[config.mk]
export PLATFORM = sky130hd
export DESIGN_NAME = mac_result_drain
export DESIGN_NICKNAME = d
export VERILOG_FILES = /design/src/rtl/mac_result_drain.sv
export SDC_FILE = /design/constraint.sdc
export NUM_CORES = 1
export LEC_CHECK = 0
export ABC_CLOCK_PERIOD_IN_PS = 7200
export BUFFER_PORTS_ARGS = -buffer_cell sky130_fd_sc_hd__buf_2
export CAP_MARGIN = 15
export CORE_AREA = 2 2 217 219
export CTS_BUF_LIST = sky130_fd_sc_hd__clkbuf_8
export DETAILED_ROUTE_END_ITERATION = 10
export DIE_AREA = 0 0 219 221
export GPL_ROUTABILITY_DRIVEN = 1
export MAX_ROUTING_LAYER = met4
export PLACE_DENSITY_LB_ADDON = 0.05
export SYNTH_ARGS = -nofsm -noshare
export SYNTH_HDL_FRONTEND = slang
export SYNTH_SLANG_ARGS = --single-unit
[constraint.sdc]
create_clock -name clk -period 7.2 [get_ports clk]
set_clock_uncertainty 0.05 [all_clocks]
set_input_delay 1.08 -clock clk [delete_from_list [all_inputs] [get_ports clk]]
set_output_delay 1.08 -clock clk [all_outputs]
set_load 0.05 [all_outputs]
[src/rtl/mac_result_drain.sv]
// Result drain for the MAC array: gathers per-lane accumulator results into frames,
// queues whole frames in a small FIFO and replays them one lane per beat downstream.
module mac_result_drain #(
  parameter int ACC_W  = 16,
  parameter int N_MACS = 4,
  parameter int DEPTH  = 4
) (
  input  logic                       clk,
  input  logic                       rst,
  input  logic signed [ACC_W-1:0]    acc_in_0,
  input  logic signed [ACC_W-1:0]    acc_in_1,
  input  logic signed [ACC_W-1:0]    acc_in_2,
  input  logic signed [ACC_W-1:0]    acc_in_3,
  input  logic [N_MACS-1:0]          valid_in,
  input  logic                       flush,
  output logic signed [ACC_W-1:0]    out_data,
  output logic [1:0]                 out_lane,
  output logic                       out_last,
  output logic                       out_valid,
  input  logic                       out_ready,
  output logic                       clear_req,
  output logic [$clog2(DEPTH):0]     level,
  output logic                       overflow,
  output logic                       dup_err,
  output logic                       busy
);

  localparam int AW = $clog2(DEPTH);
  localparam int LW = AW + 1;

  typedef logic signed [ACC_W-1:0] acc_t;

  acc_t              acc_in [N_MACS];
  acc_t              frame  [N_MACS];
  acc_t              lane_reg_q [N_MACS];
  acc_t              lane_reg_d [N_MACS];
  acc_t              mem_q [DEPTH][N_MACS];
  acc_t              mem_d [DEPTH][N_MACS];
  logic [N_MACS-1:0] lane_full_q, lane_full_d;
  logic [N_MACS-1:0] held;
  logic [LW-1:0]     wr_ptr_q, wr_ptr_d;
  logic [LW-1:0]     rd_ptr_q, rd_ptr_d;
  logic [LW-1:0]     level_w;
  logic [1:0]        lane_idx_q, lane_idx_d;
  logic              clear_req_q, clear_req_d;
  logic              overflow_q, overflow_d;
  logic              dup_err_q, dup_err_d;
  logic              complete, fifo_full, fire, pop;

  assign acc_in[0] = acc_in_0;
  assign acc_in[1] = acc_in_1;
  assign acc_in[2] = acc_in_2;
  assign acc_in[3] = acc_in_3;

  always_comb begin
    held        = lane_full_q | valid_in;
    complete    = (&held) | (flush & (|held));
    level_w     = wr_ptr_q - rd_ptr_q;
    fifo_full   = (level_w == LW'(DEPTH));
    fire        = (level_w != '0) & out_ready;
    pop         = fire & (lane_idx_q == 2'(N_MACS - 1));

    lane_full_d = lane_full_q;
    lane_reg_d  = lane_reg_q;
    mem_d       = mem_q;
    wr_ptr_d    = wr_ptr_q;
    rd_ptr_d    = rd_ptr_q;
    lane_idx_d  = lane_idx_q;
    clear_req_d = complete;
    overflow_d  = overflow_q;
    dup_err_d   = dup_err_q;

    // Held lanes win over a same-cycle duplicate; lanes never seen read as zero.
    for (int k = 0; k < N_MACS; k++) begin
      if (lane_full_q[k])    frame[k] = lane_reg_q[k];
      else if (valid_in[k])  frame[k] = acc_in[k];
      else                   frame[k] = '0;
    end

    if (fire) lane_idx_d = pop ? 2'd0 : lane_idx_q + 2'd1;
    if (pop)  rd_ptr_d   = rd_ptr_q + LW'(1);

    if (complete) begin
      lane_full_d = '0;
      // A full FIFO still accepts the frame when its head leaves this same cycle.
      if (!fifo_full || pop) begin
        mem_d[wr_ptr_q[AW-1:0]] = frame;
        wr_ptr_d                = wr_ptr_q + LW'(1);
      end else begin
        overflow_d = 1'b1;
      end
    end else begin
      for (int k = 0; k < N_MACS; k++) begin
        if (valid_in[k]) begin
          if (lane_full_q[k]) begin
            dup_err_d = 1'b1;
          end else begin
            lane_full_d[k] = 1'b1;
            lane_reg_d[k]  = acc_in[k];
          end
        end
      end
    end
  end

  always_ff @(posedge clk) begin
    if (!rst) begin
      lane_full_q <= '0;
      for (int k = 0; k < N_MACS; k++) lane_reg_q[k] <= '0;
      wr_ptr_q    <= '0;
      rd_ptr_q    <= '0;
      lane_idx_q  <= '0;
      clear_req_q <= 1'b0;
      overflow_q  <= 1'b0;
      dup_err_q   <= 1'b0;
    end else begin
      lane_full_q <= lane_full_d;
      lane_reg_q  <= lane_reg_d;
      wr_ptr_q    <= wr_ptr_d;
      rd_ptr_q    <= rd_ptr_d;
      lane_idx_q  <= lane_idx_d;
      clear_req_q <= clear_req_d;
      overflow_q  <= overflow_d;
      dup_err_q   <= dup_err_d;
    end
  end

  // Frame storage carries data only; emptiness is tracked by the pointers.
  always_ff @(posedge clk) begin
    mem_q <= mem_d;
  end

  assign out_valid = (level_w != '0);
  assign out_data  = out_valid ? mem_q[rd_ptr_q[AW-1:0]][lane_idx_q] : '0;
  assign out_lane  = lane_idx_q;
  assign out_last  = (lane_idx_q == 2'(N_MACS - 1));
  assign clear_req = clear_req_q;
  assign level     = level_w;
  assign overflow  = overflow_q;
  assign dup_err   = dup_err_q;
  assign busy      = (|lane_full_q) | (level_w != '0);

endmodule

Word level (Yosys, flattened, before mapping) --
Index checks and enable logic that the tools add are counted.
Storage, ports and cells: input port bits 72, output and inout port bits 27, register bits after elaboration 335, logic and storage cells 97
Operators by class: reductions and logical operators 14, multiplexer cells 27, add/subtract/negate cells 4, bitwise gates (word level) 16, equal/unequal tests 2, order comparisons 4
Operators with widths (count):
- bitwise mux 256 bit | 1
- 2-to-1 mux 64 bit | 3
- 2-to-1 mux 16 bit | 11
- binary-select mux 64 bit (select 2 bit) | 1
- demux 64 bit (select 2 bit) | 1
- binary-select mux 16 bit (select 2 bit) | 1
- AND reduction 3 bit | 4
- >= comparator 3 bit, second input constant | 3
- NOT 2 -> 3 bit | 3
- 2-to-1 mux 1 bit | 8
- OR reduction 4 bit | 2
- NOT 1 bit | 7
- adder 3 x 1 -> 3 bit, second input constant | 2
- OR 4 bit | 1
- AND reduction 2 bit | 2
- AND reduction 4 bit | 1
- bitwise AND 1 bit | 3
- equality test 3 bit, second input constant | 1
- less-than comparator 3 x 1 -> 1 bit, second input constant | 1
- nonzero test 3 bit | 1
- subtractor 3 bit | 1
- adder 2 x 1 -> 2 bit, second input constant | 1
- equality test 2 bit, second input constant | 1
- 2-to-1 mux 2 bit | 1
- other kinds (5) | 6

Logic depth before layout (Yosys ltp) --
Gate-level depths: netlist of run 1.
depth after elaboration 8, gate-level depth with buffers 8, depth with buffers taken out 8

Worst setup path after synthesis of run 1 --
Ideal clock, no wire load.
path kind input port to flip-flop, from input valid_in[3], to register mem_q[0] in the netlist's numbering, enable pin, library setup time 0.565 ns, buffers on the path 1, data arrival time 6.101 ns, required time 6.585 ns, path slack 0.484 ns, cell stages on the path 5, cell sequence buf_2 > nor2_4 > a31oi_1 > nor2_1 > nor3_1
Between the ends: word-level cells in the longest chain between the ends 5, elaborated cells between the ends (all ways) 6, classes of those cells 3 x bitwise; 3 x reduce/logical
RTL lines:
- from (decl) | RTL line 14 | input logic [N_MACS-1:0] valid_in,
- OR 4 bit (*) | RTL line 56 | held = lane_full_q | valid_in;
- OR reduction 4 bit | RTL line 57 | complete = (&held) | (flush & (|held));
- bitwise AND 1 bit | RTL line 57
- OR 1 bit (*) | RTL line 57
- AND reduction 2 bit (no source line) (*)
- to (signal assigned) | RTL line 130 | mem_q <= mem_d;
- to (decl) | RTL line 37 | acc_t mem_q [DEPTH][N_MACS];
Every way passes the cells marked *; elsewhere a longest branch is shown, timed or not. A chain may end at the register's enable or synchronous reset.

Worst setup path after layout of run 1 --
from register rd_ptr_q[0], to output out_data[8]
Between the ends: word-level cells in the longest chain between the ends 8, elaborated cells between the ends (all ways) 10, classes of those cells 1 x add/sub; 7 x mux; 1 x bitwise; 1 x reduce/logical
RTL lines:
- from (decl) | RTL line 42 | logic [LW-1:0] rd_ptr_q, rd_ptr_d;
- from (signal assigned) | RTL line 120 | rd_ptr_q <= rd_ptr_d;
- NOT 2 -> 3 bit (implied by the code) | RTL line 134 | assign out_data = out_valid ? mem_q[rd_ptr_q[AW-1:0]][lane_idx_q] : '0;
- binary-select mux 64 bit (select 2 bit) | RTL line 134
- 2-to-1 mux 64 bit (implied by the code) (2 in series) | RTL line 134
- binary-select mux 16 bit (select 2 bit) | RTL line 134
- 2-to-1 mux 16 bit (implied by the code) (2 in series) | RTL line 134
- 2-to-1 mux 16 bit (*) | RTL line 134
- to (decl) | RTL line 16 | output logic signed [ACC_W-1:0] out_data,
Every way passes the cells marked *; elsewhere a longest branch is shown, timed or not. The select of a mux whose other input is x is not followed.

==> reports/metrics.csv, run 1 <==
metric;value;unit
yosysUniqueCellTypes;49;
hold_class;reg -> reg;
multiInputGateArea;4046;µm²
cts_buffers;60;
cp.arrival;3.94;ns
drt_iter0_drc;421;
antenna_found_initial;0;
cts_tree;yes;
insertedDiodeCount;0;
p_switching;1186;µW
avgSynthCellArea;16.80;µm²
cts-root-buf;clkbuf_8;
grt_pass1_vias;8312;
finalWorstSetupSlack;2.130;ns
clk_latency;0.67;ns
grt_start_max_net_pins;67;
hold_viol_final;0;
crit_family;buffers and inverters;
grt_usage;16.32;%
gp_congestion;0.7143;
utilization;34.48;%
slowest_delay;0.84;ns
crit_path_start_kind;register;
clockPowerShare;37.2;%
vias;7748;
drtPass1Iterations;4;
cp_num_buf_inv;2;
clock-sinks;335;
holdWs;0.4202;ns
post-route-min-period;5.070;ns
drive_gt1_share;27.86;%
fmax;197.2;MHz
cts_buffer_depth;3;
pin_count;99;
setup_tns;0;ns
core_area;46060;µm²
gr-total-overflow;0;
ys_seq_area_share;67.85;%
slew_violations;0;
crit_required;6.07;ns
wire_per_inst;23.63;µm
peakVddDrop;0.1107;mV
worstSetupEndpointType;primary output;
power_frac_comb;11.7;%
power_density;278.1;nW/µm²
crit_chain;buf_4, mux4_2, nor2b_1, a211oi_1, a211oi_1, buf_2;
ctsHoldBuffers;0;
regArea;9275;µm²
syn-cell-area;13660;µm²
grt_pass1_wl;55.55;mm
antenna_left;0;
nets;1016;
worstSetupPathType;reg -> out;
post-place-ws;2.644;ns
fillerInstances;4534;
num_rows;79;
slew-limit-headroom;22.77;%
cts-resized-gates;0;
leakage;0.005876;µW
path_max_fanout;42;
synth_edf_count;256;
numPortBuffers;98;
hpwl;23.50;mm
finalPower;4416;µW
routed_wl;37.67;mm
setup_violations;0;
synthesis.nets;893;
die_width;219;µm
p_int;3229;µW
drc;0;
die-area;48400;µm²
clkTransAtPathRegs;0.06;ns
rsz0062_at_grt;false;
path_common_cell;a211oi_1;
chipHeight;221;µm
worst_pin_slew;1.158;ns
area_growth_syn_to_layout;16.25;%
post_cts_buffers;0;
fin_crit_sh;70.42;%
swShare;26.87;%
critical_path.slowest_cell;buf_4;
ys_seq_elements;335;
viasPerCell;4.861;
initial_core_util;29.66;%
ys_warn_count;0;
syn_inst;813;
drv_cap;0;
htree_levels;2;
ys.flop_type;edfxtp_1;
status;complete, no violations;
seqPwrFrac;51.1;%
async_flop_share;0;%
## worst min-delay path, cell delays in order (launching register included)
cell     delay (ns)
dfxtp_1        0.31
inv_1          0.05
a21oi_1        0.06
## kinds of logic after synthesis
kind of cell,Yosys count,synth area share [%]
AOI/OAI and AO/OA,119,7.227
xor gates and xnor gates,3,0.2931
adders and majority gates,8,0.7877
buffers and inverters,65,2.610
DFF,335,67.85
muxes,147,16.63
and+or+nand+nor,136,4.598
## Yosys cell counts, drive strengths merged (2+ instances only)
master | n | area, µm²
a211oi | 33 | 247.7
nor4 | 4 | 25.02
mux2i | 83 | 830.8
a22o | 59 | 516.8
nor2b | 20 | 125.1
inv | 10 | 37.53
a21oi | 4 | 20.02
mux4 | 64 | 1441
nor3b | 2 | 20.02
a31oi | 2 | 12.51
and2 | 3 | 18.77
o22a | 2 | 17.52
o311ai | 2 | 52.55
o211ai | 2 | 25.02
clkbuf | 23 | 90.09
ha | 7 | 87.58
nand3 | 2 | 10.01
xnor2 | 2 | 17.52
dfxtp | 79 | 1582
nor3 | 4 | 25.02
o21ai | 9 | 48.80
a22oi | 2 | 15.01
buf | 31 | 225.2
nor2 | 74 | 287.8
edfxtp | 256 | 7687
nand2 | 22 | 82.58
## layout make-up
class | instances | share of cell area [%]
Clock buffer | 67 | 5.807
Clock inverter | 46 | 1.237
Inverter | 11 | 0.2679
Multi-Input combinational cell | 413 | 25.48
Sequential cell | 335 | 58.41
Tap cell | 607 | 4.783
Timing Repair Buffer | 115 | 4.018
## metrics by stage
step,cells,area (µm²)
after global placement,1480,14730
after CTS,1593,15850
after global routing,1594,15880
after detailed placement,1480,14730
final,1594,15880
after floorplan,813,13660
## flip-flops by register name (all words and copies together) (netlist names)
register and count:
out_lane 2, rd_ptr_q 3, clear_req 1, lane_full_q 4, dup_err 1, lane_reg_q 64
overflow 1, wr_ptr_q 3, mem_q 256
## final timing paths
check | cells past startpoint | slack [ns] | from | to
worst max-delay path | 6 | 2.13 | rd_ptr_q[0] | out_data[8]
worst min-delay path | 2 | 0.42 | dup_err | dup_err
worst max register to register | 7 | 2.97 | rd_ptr_q[0] | mem_q[192]
worst min register to register | 2 | 0.42 | dup_err | dup_err
## layout by cell type (no fill, tap or decap), types with 3 or more instances in the layout
master,n
buf_4,16
ha_1,7
nor2_1,72
edfxtp_1,256
nor4_1,4
mux4_2,64
a21oi_1,4
nor2b_1,19
nand2_1,22
inv_1,33
and2_2,3
mux2i_1,83
o21ai_0,8
a22o_1,59
a211oi_1,33
buf_2,98
clkbuf_8,67
clkinv_2,7
clkinv_1,13
dfxtp_1,76
## layer usage
layer | routed length (µm) | track usage (%) | vias to the layer above | part of all wire (%)
met5 | 0 | - | - | 0
met4 | 987 | 4.969 | 0 | 2.6
met2 | 16890 | 23.99 | 210 | 45
li1 | - | - | 3480 | -
met3 | 2303 | 3.423 | 67 | 6.1
met1 | 17490 | 22.66 | 3991 | 46
## power by group through the flow
stage | clock [µW] | combinational, µW | sequential (µW)
final | 1640 | 517 | 2260
after global routing | 1790 | 559 | 2270
after CTS | 1710 | 527 | 2260
after detailed placement | 0 | 526 | 2300
after global placement | 0 | 519 | 2290
after floorplan | 0 | 326 | 2290
No activity file was read; power rests on OpenSTA's default activity.
==> inputs of run 2 (changes only) <==
Settings changed: ABC_CLOCK_PERIOD_IN_PS 7200 to 4100.
Clock period 7.2 ns to 4.1 ns, I/O delays scaled along.
==> run 2 against run 1 <==
  * Sequential power is 75% higher
  * Non-clock buffer count is 12 higher
  * Utilization up 0.40 points
  * Count of clock-buffer cells in the layout decreased by 1
  * Total power grew 78%
  * Critical path type unchanged
  * Routed wire length down 3.3%
  * Global-route usage shrank 0.53 points
  * Sequential cell count is the same
  * Register-to-register slack got worse by 2.2 ns
  * Combinational power rose by 80%
  * Largest power group unchanged
==> reports/metrics.csv, run 2 (synthesized netlist as in run 1, its figures left out) <==
metric;value;unit
worstSetupPathType;reg -> out;
grt_start_max_net_pins;67;
utilization;34.88;%
critPathLaunch;wr_ptr_q[0];
hold_viol_final;0;
worstRegToRegCells;8;
cts-resized-gates;1;
leakage;0.005961;µW
crit_required;3.43;ns
clkTransAtPathRegs;0.06;ns
clock-sinks;335;
path_max_fanout;18;
setup_tns;0;ns
drv_cap;0;
die-area;48400;µm²
die_width;219;µm
swShare;26.35;%
wire_per_inst;22.69;µm
post-place-ws;0.6686;ns
clockPowerShare;37.9;%
fillerInstances;4462;
grt_pass1_vias;7999;
holdWs;0.1638;ns
chipHeight;221;µm
post_cts_buffers;0;
rsz0062_at_grt;false;
numPortBuffers;98;
nets;1027;
power_frac_comb;11.9;%
status;complete, no violations;
peakVddDrop;0.1627;mV
area_growth_syn_to_layout;17.61;%
cts_buffer_depth;3;
slew_violations;0;
htree_levels;2;
cp-endpoint;out_data[11];
fmax;268.1;MHz
slew-limit-headroom;44.37;%
routed_wl;36.42;mm
r2r_slack;0.78;ns
grt_usage;15.79;%
worstSetupEndpointType;primary output;
cts-root-buf;clkbuf_8;
reg_top3;mem_q: 256 flops, lane_reg_q: 64 flops, lane_full_q: 4 flops;
crit_path_start_kind;register;
seqPwrFrac;50.2;%
drt_iter0_drc;485;
initial_core_util;29.66;%
mostFrequentLayoutCells;edfxtp_1 (256), buf_2 (98), mux2i_1 (83), dfxtp_1 (76), nor2_1 (72);
antenna_left;0;
drive_gt1_share;28.76;%
r2r_end;mem_q[80];
gr-total-overflow;0;
insertedDiodeCount;0;
grt_pass1_wl;53.81;mm
vias;7655;
final_common_cell;edfxtp_1;
regMostFlops;mem_q;
post-route-min-period;3.730;ns
largest_reg_flops;256;
hpwl;22.91;mm
gp_congestion;0.7493;
viasPerCell;4.769;
clk_latency;0.65;ns
pin_count;99;
core_area;46060;µm²
r2r-start;wr_ptr_q[0];
p_int;5793;µW
antenna_found_initial;0;
hold_class;in -> reg;
setup_violations;0;
drc;0;
finalWorstSetupSlack;0.3700;ns
fin_crit_sh;90.98;%
worst_pin_slew;0.8344;ns
cp.arrival;3.06;ns
cts_tree;yes;
cts_buffers;59;
drtPass1Iterations;4;
num_rows;79;
power_density;489.6;nW/µm²
ctsHoldBuffers;0;
p_switching;2072;µW
## run 2: layer usage
metal | vias up | track usage (%) | wire, µm
li1 | 3501 | - | -
met1 | 3897 | 22.44 | 17690
met3 | 57 | 3.629 | 2032
met2 | 200 | 22.54 | 15980
met5 | - | - | 0
met4 | 0 | 4.468 | 721
## run 2: how the worst min path moves through the flow
stage                  startpoint  cells past startpoint        endpoint  slack [ns]
floorplan           lane_reg_q[0]                      2   lane_reg_q[0]        0.41
finish               acc_in_2[11]                      3  lane_reg_q[27]        0.16
detailed placement        dup_err                      2         dup_err        0.39
global placement          dup_err                      2         dup_err        0.39
global route         acc_in_2[11]                      3  lane_reg_q[27]        0.13
CTS                   acc_in_1[6]                      3  lane_reg_q[38]        0.10
## run 2: stage by stage
step	power (µW)	cell area, µm²	instances
after global placement	4960	14910	1493
after CTS	8030	16070	1605
after detailed placement	4983	14910	1493
final	7866	16070	1605
after global routing	8240	16070	1605
after floorplan	4599	13670	813
## run 2: critical path: stages (launching register included)
cell      delay (ns)
dfxtp_1         0.38
inv_1           0.11
ha_1            0.22
fa_1            0.41
xnor3_1         0.31
inv_2           0.09
nor2_4          0.45
a211oi_1        0.18
buf_2           0.27
## run 2: area by class of cell
class	count	area, µm²	area share [%]
tap	607	759.5	4.727
timing repair buffer	127	783.3	4.875
inverter	11	42.54	0.2648
clock buffer	66	908.4	5.654
multi-input combinational	413	4055	25.24
clock inverter	46	242.7	1.511
sequential	335	9275	57.73
## run 2: power groups by stage
stage	registers [µW]	clock network, µW	logic, µW
after floorplan	4030	0	574
final	3950	2980	933
after detailed placement	4030	0	957
after global placement	4010	0	947
after global routing	3970	3260	1010
after CTS	3950	3110	961
